===== config.mk =====
export PLATFORM = sky130hd
export DESIGN_NAME = seg7_scan_ctrl
export DESIGN_NICKNAME = d
export VERILOG_FILES = /design/src/rtl/seg7_pkg.sv /design/src/rtl/seg7_hex_decoder.sv /design/src/rtl/seg7_scan_ctrl.sv
export SDC_FILE = /design/constraint.sdc
export NUM_CORES = 1
export LEC_CHECK = 0
export ABC_AREA = 1
export CORE_ASPECT_RATIO = 1.5
export CORE_MARGIN = 2
export CORE_UTILIZATION = 55
export CTS_CLUSTER_SIZE = 40
export DETAILED_ROUTE_END_ITERATION = 8
export GPL_TIMING_DRIVEN = 0
export PLACE_DENSITY = 0.86
export SLEW_MARGIN = 30
export SYNTH_ARGS = -nofsm -noshare
export SYNTH_HDL_FRONTEND = slang
export SYNTH_SLANG_ARGS = --single-unit

===== constraint.sdc =====
create_clock -name clk -period 3.5 [get_ports clk]
set_clock_uncertainty 0.2 [all_clocks]
set_input_delay 0.35 -clock clk [delete_from_list [all_inputs] [get_ports clk]]
set_output_delay 0.35 -clock clk [all_outputs]
set_load 0.1 [all_outputs]

===== src/rtl/seg7_pkg.sv =====
// seg7_pkg: shared constants for the multiplexed 7-segment scanner.
package seg7_pkg;

    localparam logic [1:0] ST_IDLE  = 2'd0;
    localparam logic [1:0] ST_BLANK = 2'd1;
    localparam logic [1:0] ST_DRIVE = 2'd2;

    // Segment bit positions; SEG_N is the segment bus width.
    typedef enum int {SEG_A, SEG_B, SEG_C, SEG_D, SEG_E, SEG_F, SEG_G, SEG_N} seg_bit_e;

    localparam logic [SEG_N-1:0] HEX_FONT [16] = '{
        7'h3F, 7'h06, 7'h5B, 7'h4F, 7'h66, 7'h6D, 7'h7D, 7'h07,
        7'h7F, 7'h6F, 7'h77, 7'h7C, 7'h39, 7'h5E, 7'h79, 7'h71
    };

endpackage


===== src/rtl/seg7_hex_decoder.sv =====
// seg7_hex_decoder: hex nibble to active-high segment pattern.
module seg7_hex_decoder
    import seg7_pkg::*;
(
    input  logic [3:0]       nibble_i,
    output logic [SEG_N-1:0] seg_o
);

    assign seg_o = HEX_FONT[nibble_i];

endmodule


===== src/rtl/seg7_scan_ctrl.sv =====
// seg7_scan_ctrl: round-robin 7-segment scanner with blank gaps and a
// per-frame shadow of the display data.
module seg7_scan_ctrl
    import seg7_pkg::*;
#(
    parameter int N_DIGITS       = 8,
    parameter int DIV_W          = 32,
    parameter int BLANK_CYCLES   = 16,
    parameter bit AN_ACTIVE_LOW  = 1'b1,
    parameter bit SEG_ACTIVE_LOW = 1'b1
) (
    input  logic                        clk,
    input  logic                        rst,
    input  logic                        en_i,
    input  logic [DIV_W-1:0]            div_i,
    input  logic [4*N_DIGITS-1:0]       data_i,
    input  logic [N_DIGITS-1:0]         dp_i,
    input  logic [N_DIGITS-1:0]         blank_i,
    output logic [N_DIGITS-1:0]         an_o,
    output logic [SEG_N-1:0]            seg_o,
    output logic                        dp_o,
    output logic [$clog2(N_DIGITS)-1:0] digit_o,
    output logic                        frame_o
);

    localparam int DW = $clog2(N_DIGITS);
    localparam logic [N_DIGITS-1:0] AN_OFF     = AN_ACTIVE_LOW ? '1 : '0;
    localparam logic [SEG_N-1:0]    SEG_OFF    = SEG_ACTIVE_LOW ? '1 : '0;
    localparam logic [DIV_W-1:0]    BLANK_LAST = DIV_W'(BLANK_CYCLES - 1);
    localparam logic [DW-1:0]       LAST_DIGIT = DW'(N_DIGITS - 1);

    logic [1:0]            state_q, state_d;
    logic [DIV_W-1:0]      cnt_q, cnt_d;
    logic [DW-1:0]         digit_q, digit_d;
    logic [4*N_DIGITS-1:0] data_q, data_d;
    logic [N_DIGITS-1:0]   dps_q, dps_d;
    logic [N_DIGITS-1:0]   blank_q, blank_d;
    logic [N_DIGITS-1:0]   an_q, an_d;
    logic [SEG_N-1:0]      seg_q, seg_d;
    logic                  dp_q, dp_d;
    logic                  frame_q, frame_d;
    logic                  capture;
    logic                  lit;
    logic [3:0]            nibble;
    logic [SEG_N-1:0]      font_seg;

    // The blank count runs up from 0; the drive count runs down from div_i.
    always_comb begin
        state_d = state_q;
        cnt_d   = cnt_q;
        digit_d = digit_q;
        capture = 1'b0;
        if (!en_i) begin
            state_d = ST_IDLE;
            cnt_d   = '0;
            digit_d = '0;
        end else if (state_q == ST_IDLE) begin
            state_d = ST_BLANK;
            cnt_d   = '0;
            digit_d = '0;
            capture = 1'b1;
        end else if (state_q == ST_BLANK) begin
            state_d = (cnt_q == BLANK_LAST) ? ST_DRIVE : ST_BLANK;
            cnt_d   = (cnt_q == BLANK_LAST) ? div_i : cnt_q + 1'b1;
        end else if (cnt_q == '0) begin
            state_d = ST_BLANK;
            digit_d = (digit_q == LAST_DIGIT) ? '0 : digit_q + 1'b1;
            capture = (digit_q == LAST_DIGIT);
        end else begin
            cnt_d = cnt_q - 1'b1;
        end
        frame_d = capture;
        data_d  = capture ? data_i : data_q;
        dps_d   = capture ? dp_i : dps_q;
        blank_d = capture ? blank_i : blank_q;
    end

    assign nibble = data_d[4*digit_d +: 4];

    seg7_hex_decoder u_dec (
        .nibble_i (nibble),
        .seg_o    (font_seg)
    );

    // Outputs are computed for the state being entered so they are registered.
    always_comb begin
        lit  = (state_d == ST_DRIVE) && !blank_d[digit_d];
        an_d = lit ? (AN_OFF ^ (N_DIGITS'(1) << digit_d)) : AN_OFF;
        seg_d = lit ? (font_seg ^ SEG_OFF) : SEG_OFF;
        dp_d = lit ? (dps_d[digit_d] ^ SEG_ACTIVE_LOW) : SEG_ACTIVE_LOW;
    end

    always_ff @(posedge clk or negedge rst) begin
        if (!rst) begin
            state_q <= ST_IDLE;
            cnt_q   <= '0;
            digit_q <= '0;
            data_q  <= '0;
            dps_q   <= '0;
            blank_q <= '1;
            an_q    <= AN_OFF;
            seg_q   <= SEG_OFF;
            dp_q    <= SEG_ACTIVE_LOW;
            frame_q <= 1'b0;
        end else begin
            state_q <= state_d;
            cnt_q   <= cnt_d;
            digit_q <= digit_d;
            data_q  <= data_d;
            dps_q   <= dps_d;
            blank_q <= blank_d;
            an_q    <= an_d;
            seg_q   <= seg_d;
            dp_q    <= dp_d;
            frame_q <= frame_d;
        end
    end

    assign an_o    = an_q;
    assign seg_o   = seg_q;
    assign dp_o    = dp_q;
    assign digit_o = digit_q;
    assign frame_o = frame_q;

endmodule


# --- Yosys cells after proc, flatten, opt, wreduce, memory -nomap -nowiden ---
# Memories as Yosys holds them, arrays and structs flattened.
# Index checks and enable logic that the tools add are counted.
totals:
  rom_bits: 112
  elab_cells: 62
  output_inout_bits: 20
  inputBits: 83
  memories: 1
  register_bits: 102
classes:
  muxes: 31
  magnitude_cmp: 2
  shifts: 2
  n_bitwise: 4
  n_addsub: 3
  n_eq_ne: 5
  n_reduce_logical: 4
memory_table:
  columns: ["memory", "depth", "word_bits", "read_ports", "rd_ports_with_merged_regs", "wr", "line_no", "text"]
  rows:
  - ["(no name shown)", 16, 7, 1, 0, 0, "seg7_hex_decoder.sv:9", "assign seg_o = HEX_FONT[nibble_i];"]
op_table:
  columns: ["op", "count"]
  rows:
  - ["32-bit two-way mux", 6]
  - ["32-bit by 1-bit adder with 32-bit output (second input constant)", 1]
  - ["32-bit by 4-bit equality test with 1-bit output (second input constant)", 1]
  - ["32-bit logical NOT", 1]
  - ["32-bit by 6-bit indexed part select with 4-bit output", 1]
  - ["32-bit by 1-bit subtractor with 32-bit output (second input constant)", 1]
  - ["8-bit two-way mux", 3]
  - ["7-bit two-way mux", 3]
  - ["3-bit two-way mux", 5]
  - ["2-bit two-way mux", 5]
  - ["8-bit inverter", 1]
  - ["1-bit by 3-bit << shifter with 8-bit output (first input constant)", 1]
  - ["1-bit two-way mux", 7]
  - ["7-bit inverter", 1]
  - ["1-bit binary-select mux with 3-bit select", 2]
  - ["5-bit >= comparator (second input constant)", 1]
  - ["4-bit inverter with 5-bit output", 1]
  - ["3-bit by 4-bit less-than comparator with 1-bit output (second input constant)", 1]
  - ["4-bit != test (second input constant)", 1]
  - ["3-bit by 1-bit adder with 3-bit output (second input constant)", 1]
  - ["3-bit equality test (second input constant)", 1]
  - ["2-bit by 1-bit equality test with 1-bit output (second input constant)", 1]
  - ["2-bit equality test (second input constant)", 1]
  - ["2-bit logical NOT", 1]
  - ["other kinds (3)", 3]

# --- Logic depth before layout (Yosys ltp) ---
logic_depth:
  depth_word: 13
  ltp_mapped: 22

# --- By module ---
# From an unflattened synthesis, not the netlist that was laid out.
unflattened:
  hier_cells: 888
  area_unflattened_um2: 6560.0
modules_own_cells:
  columns: ["mod", "instances", "cells_each", "seq_area_each_um2", "area_each_um2"]
  rows:
  - ["seg7_scan_ctrl", 1, 835, 2582.5, 6257.3]
  - ["seg7_hex_decoder", 1, 53, 0.0, 302.8]

# --- Worst setup path before layout ---
# No wires, ideal clock.
synth_timing:
  path_kind: "flip-flop to flip-flop"
  from: "reg digit_q[0], in the netlist digit_o[0]"
  to: "reg seg_q[0], in the netlist seg_o[0]"
  required_ns: 3.217
  path_slack_ns: 0.011
  t_arrival_ns: 3.207
  stages_incl_launch_ff: 19
  n_path_buf: 2
  synth_period_minus_slack_ns: 3.489
  path_cell_list: "dfrtp_1 > ha_1 > ha_1 > nor2_1 > nor3_2 > nand2_4 > buf_6 > buf_6 > o21ai_1 > nor2_1 > nor2_1 > nand3_1 > nand2_2 > inv_2 > ha_1 > inv_1 > nand3_1 > nand3_1 > nand3_1"
synth_via:
  elab_chain_len: 13
  word_cells_on_any_way: 24
  cone_classes: "add/sub (1); eq/ne (1); shift (1); mux (16); bitwise (2); reduce/logical (2); memory (1)"
synth_rtl:
  columns: ["element", "line_no", "text"]
  rows:
  - ["from (decl)", "seg7_scan_ctrl.sv:34", "logic [DW-1:0] digit_q, digit_d;"]
  - ["from (signal assigned)", "seg7_scan_ctrl.sv:108", "digit_q <= digit_d;"]
  - ["3-bit by 1-bit adder with 3-bit output or 3-bit equality test (tied branches)", "seg7_scan_ctrl.sv:67, seg7_scan_ctrl.sv:68", null]
  - ["3-bit two-way mux or 1-bit two-way mux (tied branches)", "seg7_scan_ctrl.sv:67, seg7_scan_ctrl.sv:65", null]
  - ["3-bit two-way mux or 1-bit two-way mux (tied branches)", "seg7_scan_ctrl.sv:65, seg7_scan_ctrl.sv:62", null]
  - ["3-bit two-way mux or 1-bit two-way mux (tied branches)", "seg7_scan_ctrl.sv:62, seg7_scan_ctrl.sv:57", null]
  - ["3-bit two-way mux or 1-bit two-way mux (tied branches)", "seg7_scan_ctrl.sv:57, seg7_scan_ctrl.sv:53", null]
  - ["3-bit two-way mux or 32-bit two-way mux (tied branches)", "seg7_scan_ctrl.sv:53, seg7_scan_ctrl.sv:73", null]
  - ["32-bit by 6-bit indexed part select with 4-bit output", "seg7_scan_ctrl.sv:78", "assign nibble = data_d[4*digit_d +: 4];"]
  - ["4-bit inverter with 5-bit output (implied by the code)", "seg7_hex_decoder.sv:9", null]
  - ["memory read 16 x 7 bit", null, null]
  - ["7-bit two-way mux (implied by the code) (2 in a row)", "seg7_hex_decoder.sv:9", null]
  - ["7-bit inverter (no source line)", null, null]
  - ["7-bit two-way mux (*)", "seg7_scan_ctrl.sv:89", "seg_d = lit ? (font_seg ^ SEG_OFF) : SEG_OFF;"]
  - ["via seg_d[0]", "seg7_scan_ctrl.sv:39", "logic [SEG_N-1:0] seg_q, seg_d;"]
  - ["to (signal assigned)", "seg7_scan_ctrl.sv:113", "seg_q <= seg_d;"]
  - ["to (decl)", "seg7_scan_ctrl.sv:39", null]
# The timed path passes the listed nets; every way through them passes the cells marked *. The select of a mux whose other input is x is not followed.
# A chain may end at the register's enable or synchronous reset.

# --- Final worst setup path ---
layout_timing:
  from: "reg cnt_q[17]"
  to: "reg seg_q[3], in the netlist seg_o[3]"
layout_via:
  elab_chain_len: 13
  word_cells_on_any_way: 29
  cone_classes: "eq/ne (2); shift (1); mux (20); bitwise (2); reduce/logical (3); memory (1)"
layout_rtl:
  columns: ["element", "line_no", "text"]
  rows:
  - ["from (decl)", "seg7_scan_ctrl.sv:33", "logic [DIV_W-1:0] cnt_q, cnt_d;"]
  - ["from (signal assigned)", "seg7_scan_ctrl.sv:107", "cnt_q <= cnt_d;"]
  - ["32-bit logical NOT", "seg7_scan_ctrl.sv:65", "end else if (cnt_q == '0) begin"]
  - ["1-bit two-way mux", "seg7_scan_ctrl.sv:65", null]
  - ["1-bit two-way mux", "seg7_scan_ctrl.sv:62", "end else if (state_q == ST_BLANK) begin"]
  - ["1-bit two-way mux", "seg7_scan_ctrl.sv:57", "end else if (state_q == ST_IDLE) begin"]
  - ["1-bit two-way mux", "seg7_scan_ctrl.sv:53", "if (!en_i) begin"]
  - ["32-bit two-way mux", "seg7_scan_ctrl.sv:73", "data_d = capture ? data_i : data_q;"]
  - ["32-bit by 6-bit indexed part select with 4-bit output", "seg7_scan_ctrl.sv:78", null]
  - ["4-bit inverter with 5-bit output (implied by the code)", "seg7_hex_decoder.sv:9", null]
  - ["memory read 16 x 7 bit", null, null]
  - ["7-bit two-way mux (implied by the code) (2 in a row)", "seg7_hex_decoder.sv:9", null]
  - ["7-bit inverter (no source line)", null, null]
  - ["7-bit two-way mux (*)", "seg7_scan_ctrl.sv:89", null]
  - ["via seg_d[3]", "seg7_scan_ctrl.sv:39", null]
# Marked as above.

==> Flow_metrics.wiki <==
{| class="wikitable"
! Metric !! Value
|-
| Status || finished, final reports clean
|-
| Final setup viols || 0
|-
| Vias in the first global route || between 6000 and 7000
|-
| Top fanout value on the critical path || 10
|-
| Antenna cell count || 0
|-
| Wire length per cell after detailed routing || roughly 17 um
|-
| Endpoint kind of the worst setup timing path || flip-flop
|-
| Number of buffers on the longest clock path || 2
|-
| Largest net degree at the start of global routing || 60
|-
| Clock-pin transition on the worst setup and hold timing paths || 0.08 ns
|-
| Maximum resistive drop on vdd || 305 uV
|-
| Horizontal die dimension || 92.9 um
|-
| Clock latency of the later-clocked register in the worst-skew pair || between 0.3 and 0.4 ns
|-
| TritonCTS clock tree || built
|-
| Max-slew headroom at the worst pin || 0.332
|-
| Final antenna-violating net count || 0
|-
| Global-route usage over all layers || 0.316
|-
| Die span in y || roughly 140 um
|-
| Syn avg cell area || between 7 and 8 sq um
|-
| Cell chain of the critical path || clkbuf_1 > nor2_2 > nand2_1 > nor2_1 > nand2_2 > o21ai_4 > nand2_4 > buf_6 > buf_6 > o21ai_1 > nor2_1 > nor2_1 > nand3_1 > nand2_2 > inv_1 > ha_1 > nand3_1 > nand2_1 > nand2_1 > nand3_1
|-
| Leakage power || slightly below 0.004 uW
|-
| Ratio of final minimum period to clock period || 0.943
|-
| EDFF count, synth || 0
|-
| Leading register cell type out of synthesis || sky130_fd_sc_hd__dfrtp_1
|-
| Total Wirelength || 19700 um
|-
| Worst path required time || approximately 3.6 ns
|-
| Fin. max-slew vios || 0
|-
| Setup repair after global routing missed its margin || no
|-
| Highest Clock Rate || approximately 0.30 GHz
|-
| Post-layout instance area || between 8000 and 9000 sq um
|-
| Pin slew with the least headroom to its limit || approximately 1 ns
|-
| Cell with the largest stage delay on the worst path || sky130_fd_sc_hd__dfrtp_1
|-
| Remaining global-route overflow || 0
|-
| Type of the worst setup path || flip-flop to flip-flop
|-
| Core Footprint || approximately 12000 sq um
|-
| 1st-iter DRT viols || 393
|-
| Detailed-route DRC error count || 0
|-
| CTS H-tree depth || 3
|-
| Number of max-capacitance violations reported || 0
|-
| Effective utilization at floorplan || 0.566
|-
| Asr flop ratio synth || 1.00
|-
| Sinks on Clock Net || 102
|-
| Final total negative setup slack || 0 ns
|-
| Number of top-level pins || 103
|-
| Syn Inst Count || around 900
|-
| Total number of placement rows || 48
|-
| Final net count || approximately 1100
|-
| Number of failing hold endpoints at the final stage || 0
|-
| HPWL after detailed placement || roughly 15000 um
|-
| Number of buffers inserted during clock tree synthesis || 9
|-
| Fraction of the core area covered by cells at the end of the flow || 0.704
|-
| Area enclosed by the die boundary || between 10000 and 15000 sq um
|-
| Sequential share of the synthesized area || 0.396
|-
| Dpl cell area || ~7800 sq um
|-
| Global placement routability congestion || around 1.1
|-
| Count of different cell masters after synthesis || 45
|-
| Number of vias per cell after detailed routing || approximately 5.5
|-
| Worst Setup Start Kind || flip-flop
|-
| Via count || 6516
|-
| First-pass DRT Iterations || 5
|-
| Number of flip-flops and latches in the synthesized netlist || 102
|-
| IO buf count || approximately 100
|-
| Power density over the cells || about 380 nW/um^2
|-
| Clock period minus final worst setup slack || 3.30 ns
|-
| Area of the mapped netlist || between 6000 and 7000 sq um
|-
| Wire length of the first global-routing pass || about 31000 um
|-
| Antenna violations before repair || 0
|-
| Cell at the root of the clock tree || sky130_fd_sc_hd__clkbuf_16
|-
| Synthesis-to-layout area growth || 24.4%
|-
| Critical Path AT || between 3 and 4 ns
|-
| Synthesized netlist net count || between 900 and 1000
|-
| Stage delay of the slowest cell on the critical path || ~0.36 ns
|-
| Total power draw || approximately 3100 uW
|-
| Yosys Warn Count || 0
|-
| Fraction of final layout cells with drive strength greater than 1 || 0.123
|-
| Class of the most critical hold timing path || flip-flop to flip-flop
|}
state kept, by name, summed over array words and instances (netlist names):
register	count
seg_o	7
dps_q	8
blank_q	8
cnt_q	32
digit_o	3
frame_o	1
state_q	2
an_o	8
data_q	32
dp_o	1
cell type report:
class | count | area (sq um)
plain buffers | 37 | 234
well taps | 150 | 188
flip-flops and latches | 102 | 2580
clock inverters | 7 | 67.6
inverters | 105 | 395
fillers | 967 | 3420
multi-input cells | 660 | 3330
repair buffers | 109 | 1090
clock buffers | 9 | 225
layout by cell type (no fill, tap or decap), types with 8 or more instances in the layout:
cell                              count
sky130_fd_sc_hd__nand3_1             61
sky130_fd_sc_hd__clkbuf_16            9
sky130_fd_sc_hd__dfrtp_1             78
sky130_fd_sc_hd__buf_4                8
sky130_fd_sc_hd__xor2_1              21
sky130_fd_sc_hd__clkdlybuf4s50_1    101
sky130_fd_sc_hd__o21ai_0             32
sky130_fd_sc_hd__clkbuf_1             9
sky130_fd_sc_hd__nand2_2             11
sky130_fd_sc_hd__ha_1                10
sky130_fd_sc_hd__inv_1               96
sky130_fd_sc_hd__buf_6                9
sky130_fd_sc_hd__dfstp_2             24
sky130_fd_sc_hd__nand2_1            246
sky130_fd_sc_hd__nand4_1             14
sky130_fd_sc_hd__buf_2               16
sky130_fd_sc_hd__nor2_1             112
sky130_fd_sc_hd__o211ai_1            11
sky130_fd_sc_hd__a21oi_1             37
sky130_fd_sc_hd__nor3_1              27
what timing repair did:
item                                    in CTS  in global routing
hold buffers                                 1                  0
buffers inserted                             0                  5
hold endpoints to repair                    54                  0
endpoints found under the setup margin       0                  8
gates resized for setup                      0                  7
per-layer routing:
| metal | track usage | part of all wire | wire, um | vias to the layer above |
|---|---|---|---|---|
| met1 | 0.345 | 0.35 | 6970 | 3015 |
| li1 | - | - | - | 3149 |
| met2 | 0.587 | 0.53 | 10500 | 286 |
| met5 | 0 | 0 | 0 | - |
| met3 | 0.0268 | 0.059 | 1160 | 66 |
| met4 | 0.191 | 0.055 | 1080 | 0 |
cell families after synthesis:
logic type | synth area share
flops | 0.396
buf+inv | 0.0967
simple gates | 0.350
fa+ha+maj | 0.0192
compound gates | 0.101
xor+xnor | 0.0376
cells in the mapped netlist (11+ instances only):
master,count,area [sq um]
sky130_fd_sc_hd__o21ai_0,32,160
sky130_fd_sc_hd__nand4_1,14,87.6
sky130_fd_sc_hd__xor2_1,21,184
sky130_fd_sc_hd__dfrtp_1,78,1950
sky130_fd_sc_hd__a21oi_1,38,190
sky130_fd_sc_hd__nand2_2,13,81.3
sky130_fd_sc_hd__o211ai_1,11,82.6
sky130_fd_sc_hd__nand2_1,246,923
sky130_fd_sc_hd__inv_1,96,360
sky130_fd_sc_hd__dfstp_2,24,631
sky130_fd_sc_hd__buf_2,17,85.1
sky130_fd_sc_hd__nor3_1,27,135
sky130_fd_sc_hd__nor2_1,113,424
sky130_fd_sc_hd__nand3_1,61,305
metrics by stage:
stage	worst slack (ns)	hold WS [ns]	cells
4_1_cts	0.00162	0.274	1175
3_3_place_gp	-1.98	0.255	1157
6_report	0.200	0.278	1179
2_1_floorplan	0.0108	-0.146	905
3_5_place_dp	-0.165	0.174	1158
5_1_grt	0.00324	0.296	1179
power breakdown:
group | switching (uW) | total [uW] | internal [uW]
Sequential | 37.3 | 1310 | 1280
Combinational | 475 | 760 | 285
Clock | 517 | 1020 | 501
worst paths after layout:
kind	slack (ns)	to	cells past startpoint	start
worst max-delay path	0.20	seg_o[3]	20	cnt_q[17]
worst min-delay path	0.28	data_q[10]	2	data_q[10]
worst max register to register	0.20	seg_o[3]	20	cnt_q[17]
worst min register to register	0.28	data_q[10]	2	data_q[10]
max in group asynchronous	2.04	an_o[6]	3	rst
min in group asynchronous	0.33	cnt_q[8]	2	rst
worst max-delay path: cells and delay by family, from the launching register on:
kind,cells,cell delay [ns]
AND/OR/NAND/NOR,13,1.41
buffers and inverters,4,0.64
AO/OA/AOI/OAI,2,0.42
flip-flops,1,0.36
adder cells (fa/ha/maj),1,0.20
Note: power is estimated with default switching activity, not from simulation.
